[config.mk]
export PLATFORM = sky130hd
export DESIGN_NAME = src_pp_loader
export DESIGN_NICKNAME = d
export VERILOG_FILES = /design/src/rtl/src_pp_loader_pkg.sv /design/src/rtl/src_pp_loader_bank_flags.sv /design/src/rtl/src_pp_loader.sv
export SDC_FILE = /design/constraint.sdc
export NUM_CORES = 1
export LEC_CHECK = 0
export CAP_MARGIN = 30
export CORE_MARGIN = 1
export CORE_UTILIZATION = 44
export CTS_CLUSTER_DIAMETER = 60
export DETAILED_ROUTE_END_ITERATION = 10
export PLACE_DENSITY = 0.89
export SLEW_MARGIN = 5
export SYNTH_ARGS = -nofsm -noshare
export SYNTH_HDL_FRONTEND = slang
export SYNTH_SLANG_ARGS = --single-unit
[constraint.sdc]
create_clock -name clk -period 2.1 [get_ports clk]
set_input_delay 0.42 -clock clk [delete_from_list [all_inputs] [get_ports clk]]
set_output_delay 0.42 -clock clk [all_outputs]
set_load 0.03 [all_outputs]
[src/rtl/src_pp_loader_pkg.sv]
// Shared types and defaults for the ping-pong source loader.
package src_pkg;
  localparam int DW_DEF    = 32;
  localparam int DEPTH_DEF = 16;

  typedef logic bank_t;

  typedef enum logic [1:0] {
    S_IDLE,
    S_WAIT,
    S_FILL,
    S_DONE
  } state_t;
endpackage

[src/rtl/src_pp_loader_bank_flags.sv]
// Per-bank full flags and word counts; set from the fill side, cleared by compute.
module bank_flags
  import src_pkg::*;
#(
  parameter int AW = 4
) (
  input  logic        clk,
  input  logic        rst_n,
  input  logic        clr,
  input  logic        set_vld,
  input  bank_t       set_bank,
  input  logic [AW:0] set_len,
  input  logic        fin,
  input  bank_t       p,
  output logic [1:0]  src_en,
  output logic [AW:0] len0,
  output logic [AW:0] len1
);
  logic [1:0][AW:0] len;

  for (genvar b = 0; b < 2; b++) begin : g_bank
    logic        set_b, clr_b, en_q;
    logic [AW:0] len_q;

    assign set_b = set_vld && (set_bank == bank_t'(b));
    assign clr_b = fin && (p == bank_t'(b));

    // A set and a clear on the same bank can only come from a misbehaving
    // compute side; keeping the data marked full is the safe outcome.
    always_ff @(posedge clk or negedge rst_n) begin
      if (!rst_n) begin
        en_q  <= 1'b0;
        len_q <= '0;
      end else begin
        if (clr)        en_q <= 1'b0;
        else if (set_b) en_q <= 1'b1;
        else if (clr_b) en_q <= 1'b0;
        if (set_b && !clr) len_q <= set_len;
      end
    end

    assign src_en[b] = en_q;
    assign len[b]    = len_q;
  end

  assign len0 = len[0];
  assign len1 = len[1];
endmodule

[src/rtl/src_pp_loader.sv]
// Double-buffered source loader: streams words alternately into two banks
// and hands full banks to the ping-pong compute controller.
module src_pp_loader
  import src_pkg::*;
#(
  parameter int  DW    = DW_DEF,
  parameter int  DEPTH = DEPTH_DEF,
  localparam int AW    = $clog2(DEPTH)
) (
  input  logic          clk,
  input  logic          rst_n,
  input  logic          run,
  input  logic          src_valid,
  input  logic [DW-1:0] src_data,
  input  logic          src_last,
  output logic          src_ready,
  input  logic          p,
  input  logic          s_fin_in,
  output logic          wr_en,
  output logic          wr_bank,
  output logic [AW-1:0] wr_addr,
  output logic [DW-1:0] wr_data,
  output logic [1:0]    src_en,
  output logic [AW:0]   len0,
  output logic [AW:0]   len1,
  output logic          src_fin
);
  localparam logic [AW-1:0] ADDR_MAX = AW'(DEPTH - 1);

  state_t        state, state_nxt;
  bank_t         fill_bank, next_bank;
  logic [AW-1:0] addr;
  logic          hs, close_hs;
  logic [AW:0]   close_len;

  assign hs        = src_valid && src_ready;
  assign close_hs  = hs && (src_last || (addr == ADDR_MAX));
  assign close_len = {1'b0, addr} + (AW+1)'(1);

  always_ff @(posedge clk or negedge rst_n) begin
    if (!rst_n) state <= S_IDLE;
    else        state <= state_nxt;
  end

  always_comb begin
    state_nxt = state;
    if (!run) state_nxt = S_IDLE;
    else begin
      case (state)
        S_IDLE:  state_nxt = S_WAIT;
        S_WAIT:  if (!src_en[next_bank]) state_nxt = S_FILL;
        S_FILL:  if (close_hs) state_nxt = src_last ? S_DONE : S_WAIT;
        S_DONE:  state_nxt = S_DONE;
        default: state_nxt = S_IDLE;
      endcase
    end
  end

  // Gated by run so a word offered in the cycle run drops is never taken.
  always_comb begin
    src_ready = 1'b0;
    if (run && state == S_FILL) src_ready = 1'b1;
  end

  always_ff @(posedge clk or negedge rst_n) begin
    if (!rst_n) begin
      fill_bank <= 1'b0;
      next_bank <= 1'b0;
      addr      <= '0;
      wr_en     <= 1'b0;
      wr_bank   <= 1'b0;
      wr_addr   <= '0;
      wr_data   <= '0;
      src_fin   <= 1'b0;
    end else if (!run) begin
      next_bank <= 1'b0;
      addr      <= '0;
      wr_en     <= 1'b0;
      src_fin   <= 1'b0;
    end else begin
      wr_en <= hs;
      if (state == S_WAIT && state_nxt == S_FILL) begin
        fill_bank <= next_bank;
        addr      <= '0;
      end
      if (hs) begin
        wr_bank <= fill_bank;
        wr_addr <= addr;
        wr_data <= src_data;
        addr    <= close_hs ? '0 : addr + AW'(1);
      end
      if (close_hs) begin
        next_bank <= ~fill_bank;
        if (src_last) src_fin <= 1'b1;
      end
    end
  end

  bank_flags #(.AW(AW)) u_flags (
    .clk      (clk),
    .rst_n    (rst_n),
    .clr      (!run),
    .set_vld  (close_hs),
    .set_bank (fill_bank),
    .set_len  (close_len),
    .fin      (s_fin_in),
    .p        (p),
    .src_en   (src_en),
    .len0     (len0),
    .len1     (len1)
  );
endmodule
# Word-level counts from Yosys, hierarchy flattened
# Cells that the tools add are included.
dict set report op_classes {
  addsub 2
  order_cmp 1
  n_eq_ne 10
  muxes 24
  bitwise 2
  n_reduce_logical 15
}
# op count
set op_table {}
lappend op_table {{$mux W4} 4}
lappend op_table {{$mux W1} 15}
lappend op_table {{$logic_and A1 B1 Y1} 10}
lappend op_table {{$ne A3 B1 Y1 const B} 3}
lappend op_table {{$mux W2} 4}
lappend op_table {{$pmux W2 S4} 1}
lappend op_table {{$eq A2 B2 Y1 const B} 3}
lappend op_table {{$reduce_and A2 Y1} 3}
lappend op_table {{$add A4 B1 Y5 const B} 1}
lappend op_table {{$add A4 B1 Y4 const B} 1}
lappend op_table {{$eq A4 B4 Y1 const B} 1}
lappend op_table {{$ne A2 B1 Y1 const B} 2}
lappend op_table {{$eq A2 B1 Y1 const B} 1}
lappend op_table {{$logic_not A2 Y1} 1}
lappend op_table {{$lt A1 B2 Y1 const B} 1}
lappend op_table {{$not A1 Y1} 2}
lappend op_table {{$logic_or A1 B1 Y1} 1}
dict set report word_totals {
  ff_bits 59
  inputBits 39
  output_inout_bits 52
  wordCells 67
}

# Longest topological paths before layout
dict set report logic_depth {
  depth_word 13
  depth_mapped 7
  ltp_nobuf 4
}

# By module
# A second synthesis with hierarchy kept.
dict set report hier_totals {
  hier_cells 242
  area_unflattened_um2 2397.3
}
# module n_inst cells_each area_per_inst_um2 seq_area_each_um2
set modules_own_cells {}
lappend modules_own_cells {src_pp_loader 1 209 1895.6 1176.1}
lappend modules_own_cells {bank_flags 1 33 501.7 300.3}

# Least setup slack after synthesis
# Ideal clock, no wire load.
dict set report synth_path {
  path_kind {reg2reg}
  startpoint {reg addr[0]}
  endpoint {reg u_flags.g_bank[1].len_q[1], in the netlist u_flags.len1[1]}
  setup_time_ns 0.125
  arrival_ns 1.454
  required_time_ns 1.975
  path_slack_ns 0.521
  stages_incl_launch_ff 5
  n_path_buf 0
  period_less_slack_ns 1.579
  path_cell_list {dfrtp_1 > ha_1 > a31oi_4 > nand3b_4 > mux2_2}
}
dict set report synth_via {
  elab_chain_cells 5
  elab_cells_between_ends 6
  cone_classes {1 x add/sub; 1 x eq/ne; 4 x reduce/logical}
}
# element line_no
set synth_lines {}
lappend synth_lines {{from (decl)} src_pp_loader.sv:32} ;# logic [AW-1:0] addr;
lappend synth_lines {{from (signal assigned)} src_pp_loader.sv:90} ;# addr <= close_hs ? '0 : addr + AW'(1);
lappend synth_lines {{$eq A4 B4 Y1} src_pp_loader.sv:37} ;# assign close_hs = hs && (src_last || (addr == ADDR_MAX));
lappend synth_lines {{$logic_or A1 B1 Y1} src_pp_loader.sv:37}
lappend synth_lines {{$logic_and A1 B1 Y1} src_pp_loader.sv:37}
lappend synth_lines {{$logic_and A1 B1 Y1} src_pp_loader_bank_flags.sv:25} ;# assign set_b = set_vld && (set_bank == bank_t'(b));
lappend synth_lines {{$logic_and A1 B1 Y1} src_pp_loader_bank_flags.sv:38} ;# if (set_b && !clr) len_q <= set_len;
lappend synth_lines {{to (signal assigned)} src_pp_loader_bank_flags.sv:38}
lappend synth_lines {{to (decl)} src_pp_loader_bank_flags.sv:23} ;# logic [AW:0] len_q;
# Several ways; a longest one is shown, not always the timed one.
# A chain may end at the register's enable or synchronous reset.

# Worst setup path after layout
dict set report layout_path {
  startpoint {reg u_flags.g_bank[0].en_q}
  endpoint {out src_en[0]}
}
# element line_no
set layout_rtl {}
lappend layout_rtl {{from (decl)} src_pp_loader_bank_flags.sv:22} ;# logic set_b, clr_b, en_q;
lappend layout_rtl {{from (signal assigned)} src_pp_loader_bank_flags.sv:32} ;# en_q <= 1'b0;
lappend layout_rtl {{from (signal assigned)} src_pp_loader_bank_flags.sv:35} ;# if (clr) en_q <= 1'b0;
lappend layout_rtl {{from (signal assigned)} src_pp_loader_bank_flags.sv:36} ;# else if (set_b) en_q <= 1'b1;
lappend layout_rtl {{to (decl)} src_pp_loader.sv:23} ;# output logic [1:0] src_en,
# No word-level cell between the ends.

==> qor_table.md <==
| Quantity | This run | Unit |
|---|---|---|
| Area delta synth->final | 48.1 | % |
| Number of synthesized register bits | 59 | - |
| Cell area after synthesis | 2430 | µm² |
| Crit end category | output port | - |
| Final antenna-violating net count | 0 | - |
| CP max-delay cell | clkdlybuf4s50_1 | - |
| Worst setup timing slack at the placement stage | 0.0199 | ns |
| Sum of buffers and inverters on the critical path | 1 | - |
| Number of top-level design ports | 91 | - |
| Type of the tightest min-delay check | in2async | - |
| Site row count | 26 | - |
| Area share of the leading cell type in the synthesized netlist | 0.608 | - |
| Post-synth cell types | 33 | - |
| Tmin final | 1.83 | ns |
| Worst path arrival time | 1.41 | ns |
| Internal power component | 2.51 | mW |
| P per Cell Area | 1060 | nW/µm² |
| Detailed-routing iteration count for the pre-antenna-repair pass | 4 | - |
| Final weighted congestion in routability-driven placement | 0.805 | - |
| Overall power after layout | 3.83 | mW |
| Chip Width | 76.3 | µm |
| Synth Warn # | 0 | - |
| Dominant register cell in the synthesized netlist | dfrtp_1 | - |
| Routed length on met1 | 2470 | µm |
| Initial standard-cell utilization of the core | 0.466 | - |
| Post-placement cell area | 3400 | µm² |
| Port-buffer cells | 90 | - |
| Worst IR Drop VDD | 0.646 | mV |
| Via count | 1995 | - |
| Number of remaining DRC errors | 0 | - |
| WL final | 5650 | µm |
| Antenna fix cells | 0 | - |
| Finish-stage setup viols | 0 | - |
| Drt wl/cell | 13.5 | µm |
| Via count of the first global-routing pass | 1983 | - |
| H-Tree Depth | 3 | - |
| Status | finished clean | - |
| Die span in y | 76.3 | µm |
| HPWL after detailed placement | 4120 | µm |
| Cells along the critical path | clkdlybuf4s50_1 | - |
| Post-route setup slack | 0.272 | ns |
| Core ar. | 5200 | µm² |
| Gates resized, CTS repair | 0 | - |
| Layout Nets | 383 | - |
| Slew HR | 0.594 | - |
| Yosys top cell by area | dfrtp_1 | - |
| Final Cell Area | 3590 | µm² |
| Worst endpoint required time | 1.68 | ns |
| Uppermost metal layer occupied by signal nets | met4 | - |
| TritonCTS buffer count | 9 | - |
| Most numerous cell types in the synthesized netlist | nand2_1 (121), dfrtp_1 (59), mux2_2 (7) | - |
| Reported net switching power | 1.32 | mW |
| Library cell with the highest instance count after synthesis | nand2_1 | - |
| Library cell used as clock root buffer | clkbuf_8 | - |
| Async S/R FF share, synth | 1.00 | - |
| Clock tree from TritonCTS | done | - |
| Top fanout value on the critical path | 4 | - |
| Cell family with the largest share of critical-path delay | buffers and inverters | - |
| Buffer depth of the longest clock path | 2 | - |
| Clk sinks | 59 | - |
| DR vias/cell | 4.77 | - |
| Maximum single-stage delay on the critical path | 0.69 | ns |
| Post-Syn Nets | 286 | - |
| Cell leakage power | 1.79 | nW |
| Clock skew after layout | 0.00518 | ns |
| Overall die area | 5820 | µm² |
| Number of max-capacitance violations reported | 0 | - |
| Clk Latency, worst-skew pair | 0.33 | ns |
| Maximum number of pins on one net before global-route repair | 31 | - |
| 1st-iter DRT viols | 79 | - |
| Critical Path Source Type | flip-flop | - |
| Start-to-end type of the worst setup path | reg2out | - |
| Clock-pin transition on the worst setup and hold timing paths | 0.06 | ns |
| Unrepaired setup endpoints after global routing | no | - |
| Proportion of layout cells with a drive suffix above 1 | 0.118 | - |
| Transition at the pin with the smallest max-transition slack | 0.603 | ns |
| Number of cells produced by synthesis | 246 | - |
| Global-route usage over all layers | 0.216 | - |
| Hold-fix buffers at CTS | 0 | - |
| Total gr overflow | 0 | - |
| Setup Total Neg Slack | 0 | ns |
| Initial antenna violation count | 0 | - |
| Count of flip-flops with a built-in enable after synthesis | 0 | - |
| Switching part of the total power | 0.345 | - |
| Post-Synthesis Mean Instance Area | 9.87 | µm² |
| Global-route wire length before repair | 9690 | µm |
| Metal3 WL | 358 | µm |
| Buffers inserted during post-CTS setup optimization | 0 | - |
| Relative contribution of the clock network to total power | 0.258 | - |
| Detailed route wirelength on metal2 | 2710 | µm |
| Part of the total power dissipated in combinational logic | 0.346 | - |
| Most area-consuming cells after synthesis | dfrtp_1 (61%), nand2_1 (19%), mux2_2 (3.2%), nand2b_1 (1.3%), buf_4 (1.2%) | - |
| Part of the Yosys area used for sequential elements | 0.608 | - |
| Hold Violations, Final | 0 | - |
| Max-slew violations | 0 | - |
| Crit share post-route | 0.871 | - |
| Sequential share of power | 0.396 | - |
| Achievable Freq | 0.547 | GHz |
[registers in the layout (all words and copies together), names as in the netlist, 2 cells and up]
name / count
u_flags.len0: 5
wr_addr: 4
wr_data: 32
u_flags.g_bank.en_q: 2
u_flags.len1: 5
state: 2
addr: 4
[layer usage]
| layer | GRT usage | up-vias |
|---|---|---|
| li1 | - | 977 |
| met1 | 0.267 | 928 |
| met2 | 0.351 | 77 |
| met3 | 0.0623 | 13 |
| met4 | 0.100 | 0 |
| met5 | 0 | - |
[power by group through the flow]
stage / Combinational [mW] / Clock, mW / Sequential [mW]
floorplan: 0.235 / 0 / 1.99
global placement: 1.30 / 0 / 1.53
detailed placement: 1.34 / 0 / 1.54
CTS: 1.34 / 1.02 / 1.52
global route: 1.41 / 1.06 / 1.55
finish: 1.32 / 0.988 / 1.52
[final timing paths]
kind | start | end | slack, ns | cells past startpoint
setup / recovery | u_flags.g_bank[0].en_q$_DFFE_PN0P_ | src_en[0] | 0.27 | 1
hold / removal | rst_n | addr[2]$_DFFE_PN0P_ | 0.06 | 1
max in group asynchronous | rst_n | wr_data[13]$_DFFE_PN0P_ | 1.37 | 2
min in group clk | wr_data[25]$_DFFE_PN0P_ | wr_data[25]$_DFFE_PN0P_ | 0.47 | 2
hold reg to reg | wr_data[25]$_DFFE_PN0P_ | wr_data[25]$_DFFE_PN0P_ | 0.47 | 2
setup reg to reg | addr[0]$_DFFE_PN0P_ | u_flags.len1[2]$_DFFE_PN0P_ | 0.32 | 4
[placed cells by master (no fill, tap or decap), types with 2 or more instances in the layout]
cell,n
a31o_2,2
buf_4,11
mux2_2,7
o31ai_1,3
mux2i_1,2
clkdlybuf4s50_1,88
o21ai_0,4
nand2_1,121
o22ai_1,2
inv_1,5
nand3_1,5
clkbuf_8,10
nand2b_1,5
clkinv_2,5
dfrtp_1,59
[area by class of cell]
type / instances / area [µm²]
Inverter: 6 / 25.0
Clock inverter: 6 / 55.1
Timing Repair Buffer: 100 / 968
Sequential cell: 59 / 1480
Multi-Input combinational cell: 167 / 845
Tap cell: 70 / 87.6
Fill cell: 401 / 1610
Clock buffer: 10 / 138
[per-stage QoR]
| step | instances | utilization | hold WS [ns] |
|---|---|---|---|
| floorplan | 246 | - | 0.124 |
| global placement | 402 | 0.654 | 0.413 |
| detailed placement | 402 | 0.654 | 0.425 |
| CTS | 418 | 0.691 | 0.0614 |
| global route | 418 | 0.691 | 0.0843 |
| finish | 418 | 0.691 | 0.0647 |
[cells by family (layout without fill, tap and decap cells)]
group,Yosys count,after routing,synth area share
and+or+nand+nor,137,137,0.237
DFF,59,59,0.608
buffers and inverters,20,122,0.0438
AOI/OAI and AO/OA,18,18,0.0577
muxes,9,9,0.0407
xor gates and xnor gates,2,2,0.00722
adders and majority gates,1,1,0.00515
No activity file was read; power rests on OpenSTA's default activity.
